<file path="config.mk">
export PLATFORM = sky130hd
export DESIGN_NAME = sipo_deser_flat
export DESIGN_NICKNAME = d
export VERILOG_FILES = /design/src/rtl/sipo_deser_if.sv /design/src/rtl/sipo_deser.sv /design/src/flat_wrapper.sv
export SDC_FILE = /design/constraint.sdc
export NUM_CORES = 1
export LEC_CHECK = 0
export ABC_CLOCK_PERIOD_IN_PS = 2300
export CAP_MARGIN = 15
export CORE_AREA = 2 2 39 41
export DETAILED_ROUTE_END_ITERATION = 10
export DIE_AREA = 0 0 41 43
export PLACE_DENSITY = 0.71
export SLEW_MARGIN = 10
export SYNTH_ARGS = -nofsm -noshare
export SYNTH_HDL_FRONTEND = slang
export SYNTH_SLANG_ARGS = --single-unit
export TNS_END_PERCENT = 30
</file>
<file path="constraint.sdc">
create_clock -name clk -period 2.3 [get_ports clk]
set_input_delay 0.46 -clock clk [delete_from_list [all_inputs] [get_ports clk]]
set_output_delay 0.46 -clock clk [all_outputs]
set_load 0.02 [all_outputs]
</file>
<file path="src/rtl/sipo_deser_if.sv">
`default_nettype none
// +--------------------------------------------------------------------------+
// | Module   : sipo_deser_if                                                 |
// | Purpose  : Bundles the serial input, parallel output handshake and the   |
// |            status flags of sipo_deser.                                   |
// | Ports    : sin, sin_valid     - serial bit (LSB first) and its qualifier  |
// |            out_ready          - consumer accepts pout this cycle         |
// |            pout, pout_valid   - assembled word and its valid flag        |
// |            busy               - a frame is partially received            |
// |            overrun            - sticky: a completed frame was dropped    |
// |            parity_err         - sticky: parity bit mismatch              |
// | Modports : master - serial source / word consumer side                   |
// |            slave  - deserializer side                                    |
// | Revision : 1.0 - initial release                                         |
// +--------------------------------------------------------------------------+
interface sipo_deser_if #(
  parameter int WIDTH = 4
) ();

  logic             sin;
  logic             sin_valid;
  logic             out_ready;
  logic [WIDTH-1:0] pout;
  logic             pout_valid;
  logic             busy;
  logic             overrun;
  logic             parity_err;

  modport master (
    output sin,
    output sin_valid,
    output out_ready,
    input  pout,
    input  pout_valid,
    input  busy,
    input  overrun,
    input  parity_err
  );

  modport slave (
    input  sin,
    input  sin_valid,
    input  out_ready,
    output pout,
    output pout_valid,
    output busy,
    output overrun,
    output parity_err
  );

endinterface
`default_nettype wire

</file>
<file path="src/rtl/sipo_deser.sv">
`default_nettype none
// +--------------------------------------------------------------------------+
// | Module   : sipo_deser                                                    |
// | Purpose  : Serial-in / parallel-out deserializer. Collects WIDTH data    |
// |            bits (LSB first) into a word, presents it with a valid/ready  |
// |            handshake and flags dropped frames.                           |
// | Params   : WIDTH - data bits per frame (>= 2)                            |
// | Macro    : SIPO_DESER_PARITY_EN - when defined each frame carries one    |
// |            extra even-parity bit after the data bits; a mismatch sets    |
// |            the sticky parity_err flag, the word is delivered anyway.     |
// | Ports    : clk  - clock, rising edge                                     |
// |            clr  - synchronous active-high reset                          |
// |            bus  - sipo_deser_if.slave (sin, sin_valid, out_ready, pout,  |
// |                   pout_valid, busy, overrun, parity_err)                 |
// | Revision : 1.0 - initial release                                         |
// +--------------------------------------------------------------------------+
module sipo_deser #(
  parameter int WIDTH = 4
) (
  input  logic        clk,
  input  logic        clr,
  sipo_deser_if.slave bus
);

`ifdef SIPO_DESER_PARITY_EN
  localparam int FRAME = WIDTH + 1;
`else
  localparam int FRAME = WIDTH;
`endif
  localparam int               CNT_W    = $clog2(FRAME);
  localparam logic [CNT_W-1:0] LAST_CNT = CNT_W'(FRAME - 1);

  typedef enum logic [0:0] {
    IDLE  = 1'b0,
    SHIFT = 1'b1
  } state_t;

  state_t           state_q, state_d;
  logic [CNT_W-1:0] cnt_q, cnt_d;
  logic [WIDTH-1:0] sr_q, sr_d;
  logic [WIDTH-1:0] pout_q, pout_d;
  logic             pout_valid_q, pout_valid_d;
  logic             overrun_q, overrun_d;

  logic             frame_done;
  logic             data_bit;
  logic [WIDTH-1:0] frame_word;

`ifdef SIPO_DESER_PARITY_EN
  logic             parity_err_q, parity_err_d;
`else
  // The oldest bit falls out of the register as the word is taken from the
  // shifted value, so the register LSB is never read in this build.
  logic             unused_sr_lsb;
  assign unused_sr_lsb = sr_q[0];
`endif

  always_comb begin
    frame_done = bus.sin_valid && (cnt_q == LAST_CNT);

    cnt_d = cnt_q;
    if (bus.sin_valid) begin
      cnt_d = frame_done ? '0 : cnt_q + CNT_W'(1);
    end
    state_d = (cnt_d == '0) ? IDLE : SHIFT;

`ifdef SIPO_DESER_PARITY_EN
    // The final (parity) bit never enters the register; the data word is
    // already complete in sr_q when it arrives.
    data_bit   = (cnt_q != LAST_CNT);
    frame_word = sr_q;
`else
    // The final bit completes the word on the same edge, so the word is the
    // shift-register value after this bit is shifted in.
    data_bit   = 1'b1;
    frame_word = {bus.sin, sr_q[WIDTH-1:1]};
`endif

    sr_d = sr_q;
    if (bus.sin_valid && data_bit) begin
      sr_d = {bus.sin, sr_q[WIDTH-1:1]};
    end

    pout_d       = pout_q;
    pout_valid_d = pout_valid_q;
    overrun_d    = overrun_q;
    if (frame_done) begin
      if (!pout_valid_q || bus.out_ready) begin
        pout_d       = frame_word;
        pout_valid_d = 1'b1;
      end else begin
        // Consumer still holds the previous word: keep it, drop the new one.
        overrun_d = 1'b1;
      end
    end else if (pout_valid_q && bus.out_ready) begin
      pout_valid_d = 1'b0;
    end

`ifdef SIPO_DESER_PARITY_EN
    // Even parity: data bits plus parity bit must hold an even count of ones.
    parity_err_d = parity_err_q | (frame_done && ((^sr_q) != bus.sin));
`endif
  end

  always_ff @(posedge clk) begin
    if (clr) begin
      state_q      <= IDLE;
      cnt_q        <= '0;
      sr_q         <= '0;
      pout_q       <= '0;
      pout_valid_q <= 1'b0;
      overrun_q    <= 1'b0;
`ifdef SIPO_DESER_PARITY_EN
      parity_err_q <= 1'b0;
`endif
    end else begin
      state_q      <= state_d;
      cnt_q        <= cnt_d;
      sr_q         <= sr_d;
      pout_q       <= pout_d;
      pout_valid_q <= pout_valid_d;
      overrun_q    <= overrun_d;
`ifdef SIPO_DESER_PARITY_EN
      parity_err_q <= parity_err_d;
`endif
    end
  end

  assign bus.pout       = pout_q;
  assign bus.pout_valid = pout_valid_q;
  assign bus.busy       = (state_q == SHIFT);
  assign bus.overrun    = overrun_q;
`ifdef SIPO_DESER_PARITY_EN
  assign bus.parity_err = parity_err_q;
`else
  assign bus.parity_err = 1'b0;
`endif

endmodule
`default_nettype wire

</file>
<file path="src/flat_wrapper.sv">
// flat-port wrapper written by rule: the top's interface ports become plain ports
module sipo_deser_flat 
#(
  parameter int WIDTH = 4
)
  (clk, clr, bus_sin, bus_sin_valid, bus_out_ready, bus_pout, bus_pout_valid, bus_busy, bus_overrun, bus_parity_err);
  sipo_deser_if #(.WIDTH(WIDTH)) bus_i ();
  input  logic clk;
  input  logic clr;
  input wire logic [$bits(bus_i.sin)-1:0] bus_sin;
  input wire logic [$bits(bus_i.sin_valid)-1:0] bus_sin_valid;
  input wire logic [$bits(bus_i.out_ready)-1:0] bus_out_ready;
  output wire logic [$bits(bus_i.pout)-1:0] bus_pout;
  output wire logic [$bits(bus_i.pout_valid)-1:0] bus_pout_valid;
  output wire logic [$bits(bus_i.busy)-1:0] bus_busy;
  output wire logic [$bits(bus_i.overrun)-1:0] bus_overrun;
  output wire logic [$bits(bus_i.parity_err)-1:0] bus_parity_err;
  assign bus_i.sin = bus_sin;
  assign bus_i.sin_valid = bus_sin_valid;
  assign bus_i.out_ready = bus_out_ready;
  assign bus_pout = bus_i.pout;
  assign bus_pout_valid = bus_i.pout_valid;
  assign bus_busy = bus_i.busy;
  assign bus_overrun = bus_i.overrun;
  assign bus_parity_err = bus_i.parity_err;
  sipo_deser #(.WIDTH(WIDTH)) u_core (.clk(clk), .clr(clr), .bus(bus_i));
endmodule
</file>
---- Word-level counts from Yosys, hierarchy flattened ----
Cells that the tools add are included.
operators by class
  $add $sub $neg .......................... 1
  equality and inequality tests ........... 2
  mux-type cells .......................... 6
  bitwise logic cells ..................... 1
  reductions and logical operators ........ 9
operators with widths
  kind                 number
  $reduce_and 2->1     3
  $mux 1               4
  $mux 2               2
  $add 2x1->2 const B  1
  $eq 2x2->1 const B   1
  $logic_and 1x1->1    2
  $logic_not 2->1      1
  $ne 2x2->1 const B   1
  $reduce_bool 2->1    1
  $logic_not 1->1      1
  $logic_or 1x1->1     1
  $not 1->1            1
storage, ports and cells
  register bits ........................... 13
  input bits .............................. 5
  output and inout bits ................... 8
  logic and storage cells ................. 25

---- Logic depth before layout (Yosys ltp) ----
Gate-level depths: netlist (run 1).
  depth in word-level cells ............... 6
  depth in mapped cells ................... 4
  gate-level depth less buffers ........... 4

---- Least setup slack after synthesis (run 1) ----
OpenSTA, ideal clock, no wires.
  path type ............................... register to register
  from .................................... register u_core.cnt_q[0]
  to ...................................... register u_core.pout_q[0], in the netlist u_core.bus.pout[0]
  library setup time ...................... 0.072 ns
  arrival ................................. 0.927 ns
  required time ........................... 2.228 ns
  path slack .............................. 1.301 ns
  stages on the path, launching flop included .. 5
  buffers on the path ..................... 0
  period minus slack after synthesis ...... 0.999 ns
  path through ............................ dfxtp_1 > ha_1 > nand2_4 > nor2_8 > mux2i_1
between the ends
  cells in the longest elaborated chain, start to end .. 3
ends and longest elaborated chain
  item                               line               RTL
  from (decl)                        sipo_deser.sv:39   logic [CNT_W-1:0] cnt_q, cnt_d;
  from (signal assigned)             sipo_deser.sv:118  cnt_q <= cnt_d;
  $eq 2x2->1                         sipo_deser.sv:59   frame_done = bus.sin_valid && (cnt_q == LAST_CNT);
  $logic_and 1x1->1                  sipo_deser.sv:59
  $reduce_and 2->1 (no source line)  n/a
  to (signal assigned)               sipo_deser.sv:120  pout_q <= pout_d;
  to (decl)                          sipo_deser.sv:41   logic [WIDTH-1:0] pout_q, pout_d;
No other way between the ends.
A chain may end at the register's enable or synchronous reset.

---- Worst setup path in the final report (run 1) ----
  from .................................... register u_core.overrun_q, in the netlist u_core.bus.overrun
  to ...................................... output port bus_overrun
RTL lines
  item                    line                RTL
  from (decl)             sipo_deser.sv:43    logic overrun_q, overrun_d;
  from (signal assigned)  sipo_deser.sv:122   overrun_q <= overrun_d;
  to (decl)               flat_wrapper.sv:16  output wire logic [$bits(bus_i.overrun)-1:0] bus_overrun;
No word-level cell between the ends.

==> flow_summary.json, run 1 <==
{
  "drt-total-wl_um": 764,
  "vias": 355,
  "ys_ff_latch": 12,
  "routed_via_density": 4.61,
  "finalSetupViolCount": 0,
  "cp.arrival_ns": 1.22,
  "ctsHoldBuffers": 0,
  "start_util": 0.373,
  "die_h_um": 43,
  "rows": 14,
  "area_delta_synth_final_pct": 27.1,
  "cpPeakStageDelay_ns": 0.61,
  "cp-end-kind": "output pin",
  "grt_pass1_vias": 313,
  "critPathKind": "flip-flop to output pin",
  "status": "complete, no violations",
  "final_cell_mix": "12 x dfxtp_1, 11 x clkdlybuf4s50_1, 9 x nand2b_1",
  "synth_top_area_share": 0.465,
  "first_pass_iters": 2,
  "slew_viol_final": 0,
  "min_period_ns": 1.68,
  "final.period_utilization": 0.729,
  "numCtsBuffers": 3,
  "reg2reg_slack_ns": 1.17,
  "syn_inst": 49,
  "cts_htree_levels": 1,
  "holdCritPathClass": "flip-flop to flip-flop",
  "tns_ns": 0,
  "crit_buf_inv": 1,
  "rsz0062_at_grt": "no",
  "path_delay_family": "buffers and inverters",
  "synth_top_cell_by_area": "dfxtp_1",
  "core_um2": 1380,
  "ctsResizeCount": 0,
  "hold_viol": 0,
  "clock_path_buffers": 2,
  "synthTopCellsByArea": "dfxtp_1 46%, mux2i_1 15%, nand2b_1 11%, nor2_1 5.1%, nor2_8 3.9%",
  "postRouteAntennaNets": 0,
  "dieArea_um2": 1760,
  "first_iter_violations": 1,
  "portBuffers": 11,
  "fmax_ghz": 0.596,
  "worstPathRequired_ns": 1.84,
  "final_nets": 68,
  "crit_fanout": 2,
  "reg2reg_to": "u_core.bus.pout[3]",
  "grt_overflow": 0,
  "finClkSkew_ns": 0.00222,
  "wire_per_inst_um": 9.92,
  "n_antenna_cell": 0,
  "cts-root-buf": "clkbuf_4",
  "syn_avg_cell_area_um2": 10.5,
  "cts.sinks": 12,
  "cellLeakagePower_uw": 0.000251,
  "grt_pass1_wl_um": 1300,
  "hold-path-cell-count": 2,
  "io_pins": 13,
  "cellPowerDensity_nw_per_um2": 643,
  "cp-start-kind": "flip-flop",
  "clkTransAtPathRegs_ns": 0.07,
  "antenna_found_initial": 0,
  "r2r.worst_path.cells": 4,
  "cts_post_setup_buffers_inserted": 0,
  "ir_drop_v": 0.000221,
  "yosys_warnings": 0,
  "hp-start": "u_core.bus.pout[2]",
  "clk_latency_ns": 0.27,
  "gp_congestion": 0.709,
  "worstPathCellList": "clkdlybuf4s50_1",
  "grtUsageTotal": 0.112,
  "ys_seq_area_frac": 0.465,
  "die-width_um": 41,
  "reg2reg_from": "u_core.cnt_q[0]",
  "min_to": "u_core.bus.pout[2]",
  "drv_cap": 0,
  "syn-cell-area_um2": 517,
  "fin_total_pwr_uw": 422,
  "drive_gt1_frac": 0.115,
  "grt_max_degree": 17,
  "slowest_stage": "clkdlybuf4s50_1",
  "cts_tree": "yes",
  "fill_cells": 133,
  "yosys.cell_types.count": 14,
  "syn_nets": 55,
  "dp_hpwl_um": 562,
  "drcViolationCount": 0,
  "final_common_cell": "dfxtp_1"
}
==> state kept, by name (all words and copies together) (netlist names) <==
signal                 cells
u_core.bus.overrun         1
u_core.sr_q                3
u_core.cnt_q               2
u_core.bus.pout_valid      1
u_core.bus.busy            1
u_core.bus.pout            4
==> layer usage <==
layer / wire, µm / vias up / track usage
met4: 14 / 0 / 0.0800
li1: - / 180 / -
met5: 0 / - / 0
met3: 34 / 2 / 0.0471
met2: 342 / 8 / 0.150
met1: 372 / 165 / 0.137
==> final cells by class <==
cell class / count / area (µm²) / share of cell area
Clock buffer: 4 / 36.3 / 0.0552
Multi-Input combinational cell: 34 / 250 / 0.381
Sequential cell: 12 / 240 / 0.366
Tap cell: 16 / 20.0 / 0.0305
Timing Repair Buffer: 11 / 110 / 0.168
==> power by group <==
part / internal [µW] / switching (µW)
combinational: 20.3 / 20.0
sequential: 214 / 3.65
clock: 96.1 / 67.8
total: 331 / 91.4
==> worst max-delay path by stage <==
stage / startpoint / endpoint / slack [ns] / depth (start not counted)
after floorplan: u_core.cnt_q[0] / u_core.bus.pout[0] / 1.30 / 4
after global placement: bus_sin_valid / u_core.bus.pout[0] / 0.59 / 4
after detailed placement: bus_sin_valid / u_core.bus.busy / 0.58 / 3
after CTS: u_core.bus.overrun / bus_overrun / 0.60 / 1
after global routing: u_core.bus.overrun / bus_overrun / 0.56 / 1
final: u_core.bus.overrun / bus_overrun / 0.62 / 1
==> cells in the mapped netlist, drive strengths merged <==
| master | number |
|---|---|
| conb | 1 |
| buf | 3 |
| a21oi | 2 |
| dfxtp | 12 |
| nand2 | 2 |
| a31oi | 2 |
| nor2b | 1 |
| nor2 | 8 |
| nand2b | 9 |
| mux2i | 8 |
| ha | 1 |
==> through the flow <==
| step | utilization | std cells | hold slack (ns) | setup WS (ns) | area, µm² |
|---|---|---|---|---|---|
| finish | 0.475 | 77 | 0.472 | 0.624 | 657 |
| global route | 0.475 | 77 | 0.508 | 0.562 | 657 |
| CTS | 0.475 | 77 | 0.482 | 0.595 | 657 |
| detailed placement | 0.448 | 73 | 0.470 | 0.580 | 621 |
| global placement | 0.448 | 73 | 0.457 | 0.594 | 621 |
| floorplan | - | 49 | 0.451 | 1.30 | 517 |
==> logic make-up after synthesis <==
kind of cell               count (synthesis)  share of synthesized area
adders and majority gates                  1                     0.0242
other                                      1                    0.00726
DFF                                       12                      0.465
AOI/OAI and AO/OA                          4                     0.0436
muxes                                      8                      0.155
and+or+nand+nor                           20                      0.254
buffers and inverters                      3                     0.0508
Note: power is estimated with default switching activity, not from simulation.
==> run 2, diff against run 1 <==
--- a/config.mk
+++ b/config.mk
@@ -5,7 +5,7 @@
 export SDC_FILE = /design/constraint.sdc
 export NUM_CORES = 1
 export LEC_CHECK = 0
-export ABC_CLOCK_PERIOD_IN_PS = 2300
+export ABC_CLOCK_PERIOD_IN_PS = 1600
 export CAP_MARGIN = 15
 export CORE_AREA = 2 2 39 41
 export DETAILED_ROUTE_END_ITERATION = 10
==> constraint.sdc (replaced) <==
create_clock -name clk -period 1.6 [get_ports clk]
set_input_delay 0.32 -clock clk [delete_from_list [all_inputs] [get_ports clk]]
set_output_delay 0.32 -clock clk [all_outputs]
set_load 0.02 [all_outputs]
==> run 2 against run 1 <==
Routed wire length increased by 11%. Critical endpoint unchanged. Largest cell class unchanged. Critical path depth unchanged. Die area unchanged.
==> flow_summary.json, run 2 (synthesized netlist as in run 1, its figures left out) <==
{
  "status": "complete, no violations",
  "finalSetupViolCount": 0,
  "dp_hpwl_um": 661,
  "worstPathRequired_ns": 1.28,
  "reg2reg_from": "u_core.cnt_q[0]",
  "hold_viol": 0,
  "die-width_um": 41,
  "multi_input_area_um2": 250,
  "cpPeakStageDelay_ns": 0.61,
  "hold-path-cell-count": 2,
  "cts-root-buf": "clkbuf_4",
  "first_iter_violations": 6,
  "crit_buf_inv": 1,
  "grtUsageTotal": 0.131,
  "p_clk_frac": 0.390,
  "wire_per_inst_um": 10.7,
  "netSwitchingFraction": 0.223,
  "grt_overflow": 0,
  "layout_setup_ws_ns": 0.0620,
  "tns_ns": 0,
  "largest_reg_flops": 4,
  "grt_pass1_wl_um": 1510,
  "clkTransAtPathRegs_ns": 0.08,
  "clk_latency_ns": 0.27,
  "slew_viol_final": 0,
  "reg2reg_slack_ns": 0.50,
  "core_um2": 1380,
  "grt_pass1_vias": 371,
  "cellLeakagePower_uw": 0.000261,
  "routed_via_density": 4.48,
  "ctsHoldBuffers": 0,
  "rows": 14,
  "cts_tree": "yes",
  "final_cell_mix": "12 x dfxtp_1, 11 x clkdlybuf4s50_1, 9 x nand2b_1",
  "p_comb_frac": 0.101,
  "critPathKind": "flip-flop to output pin",
  "ir_drop_v": 0.000331,
  "final.period_utilization": 0.961,
  "min_period_ns": 1.54,
  "clock_path_buffers": 2,
  "r2r.worst_path.cells": 4,
  "final_common_cell": "dfxtp_1",
  "seqPwrFrac": 0.509,
  "postRouteAntennaNets": 0,
  "cts.sinks": 12,
  "drcViolationCount": 0,
  "die_h_um": 43,
  "first_pass_iters": 4,
  "antenna_found_initial": 0,
  "fin_util": 0.486,
  "cp-end-kind": "output pin",
  "min_to": "u_core.bus.pout[2]",
  "start_util": 0.373,
  "p_int_uw": 479,
  "gp_congestion": 0.695,
  "cp-start-kind": "flip-flop",
  "rsz0062_at_grt": "no",
  "grt_max_degree": 12,
  "finClkSkew_ns": 0.000763,
  "path_delay_family": "buffers and inverters",
  "portBuffers": 11,
  "fmax_ghz": 0.650,
  "drv_cap": 0,
  "area_delta_synth_final_pct": 30.0,
  "cts_htree_levels": 1,
  "worstPathCellList": "clkdlybuf4s50_1",
  "reg2reg_to": "u_core.bus.pout[0]",
  "fin_total_pwr_uw": 616,
  "numCtsBuffers": 3,
  "dpl_worst_slack_ns": 0.0822,
  "holdCritPathClass": "flip-flop to flip-flop",
  "final_nets": 70,
  "io_pins": 13,
  "p_sw_uw": 137,
  "crit_fanout": 2,
  "seq_area_um2": 240,
  "cts_post_setup_buffers_inserted": 0,
  "n_antenna_cell": 0,
  "drt-total-wl_um": 849,
  "cellPowerDensity_nw_per_um2": 917,
  "drive_gt1_frac": 0.143,
  "fill_cells": 135,
  "dieArea_um2": 1760,
  "cp.arrival_ns": 1.22,
  "vias": 354,
  "hp-start": "u_core.bus.pout[2]",
  "ctsResizeCount": 0,
  "slowest_stage": "clkdlybuf4s50_1"
}
[run 2: final cells by class]
type	instances	area share
Multi-Input combinational cell	34	0.372
Sequential cell	12	0.358
Clock buffer	4	0.0540
Timing Repair Buffer	13	0.186
Tap cell	16	0.0298
[run 2: metrics by stage]
| stage | hold WS (ns) | area [µm²] | instances |
|---|---|---|---|
| final | 0.476 | 672 | 79 |
| after CTS | 0.485 | 672 | 79 |
| after detailed placement | 0.469 | 636 | 75 |
| after floorplan | 0.451 | 517 | 49 |
| after global routing | 0.496 | 672 | 79 |
| after global placement | 0.457 | 636 | 75 |
[run 2: worst max path at each step]
stage | start | to | slack, ns | cells past startpoint
final | u_core.bus.overrun | bus_overrun | 0.06 | 1
after CTS | u_core.bus.overrun | bus_overrun | 0.05 | 1
after floorplan | u_core.cnt_q[0] | u_core.bus.pout[0] | 0.60 | 4
after global routing | u_core.bus.pout_valid | bus_pout_valid | 0.004 | 1
after global placement | bus_sin_valid | u_core.sr_q[1] | 0.11 | 4
after detailed placement | bus_sin_valid | u_core.sr_q[2] | 0.08 | 4
[run 2: power by group through the flow]
stage | sequential, µW | combinational [µW] | clock, µW
floorplan | 324 | 37.5 | 0
global placement | 320 | 61.1 | 0
detailed placement | 321 | 62.8 | 0
CTS | 314 | 63.3 | 253
global route | 315 | 69.4 | 266
finish | 314 | 62.3 | 240
[run 2: metal layers]
layer / wire length [µm] / vias to the layer above / GRT usage
met5: 0 / - / 0
met4: 20 / 0 / 0.120
met3: 34 / 2 / 0.0314
met2: 426 / 8 / 0.188
met1: 367 / 157 / 0.150
li1: - / 187 / -
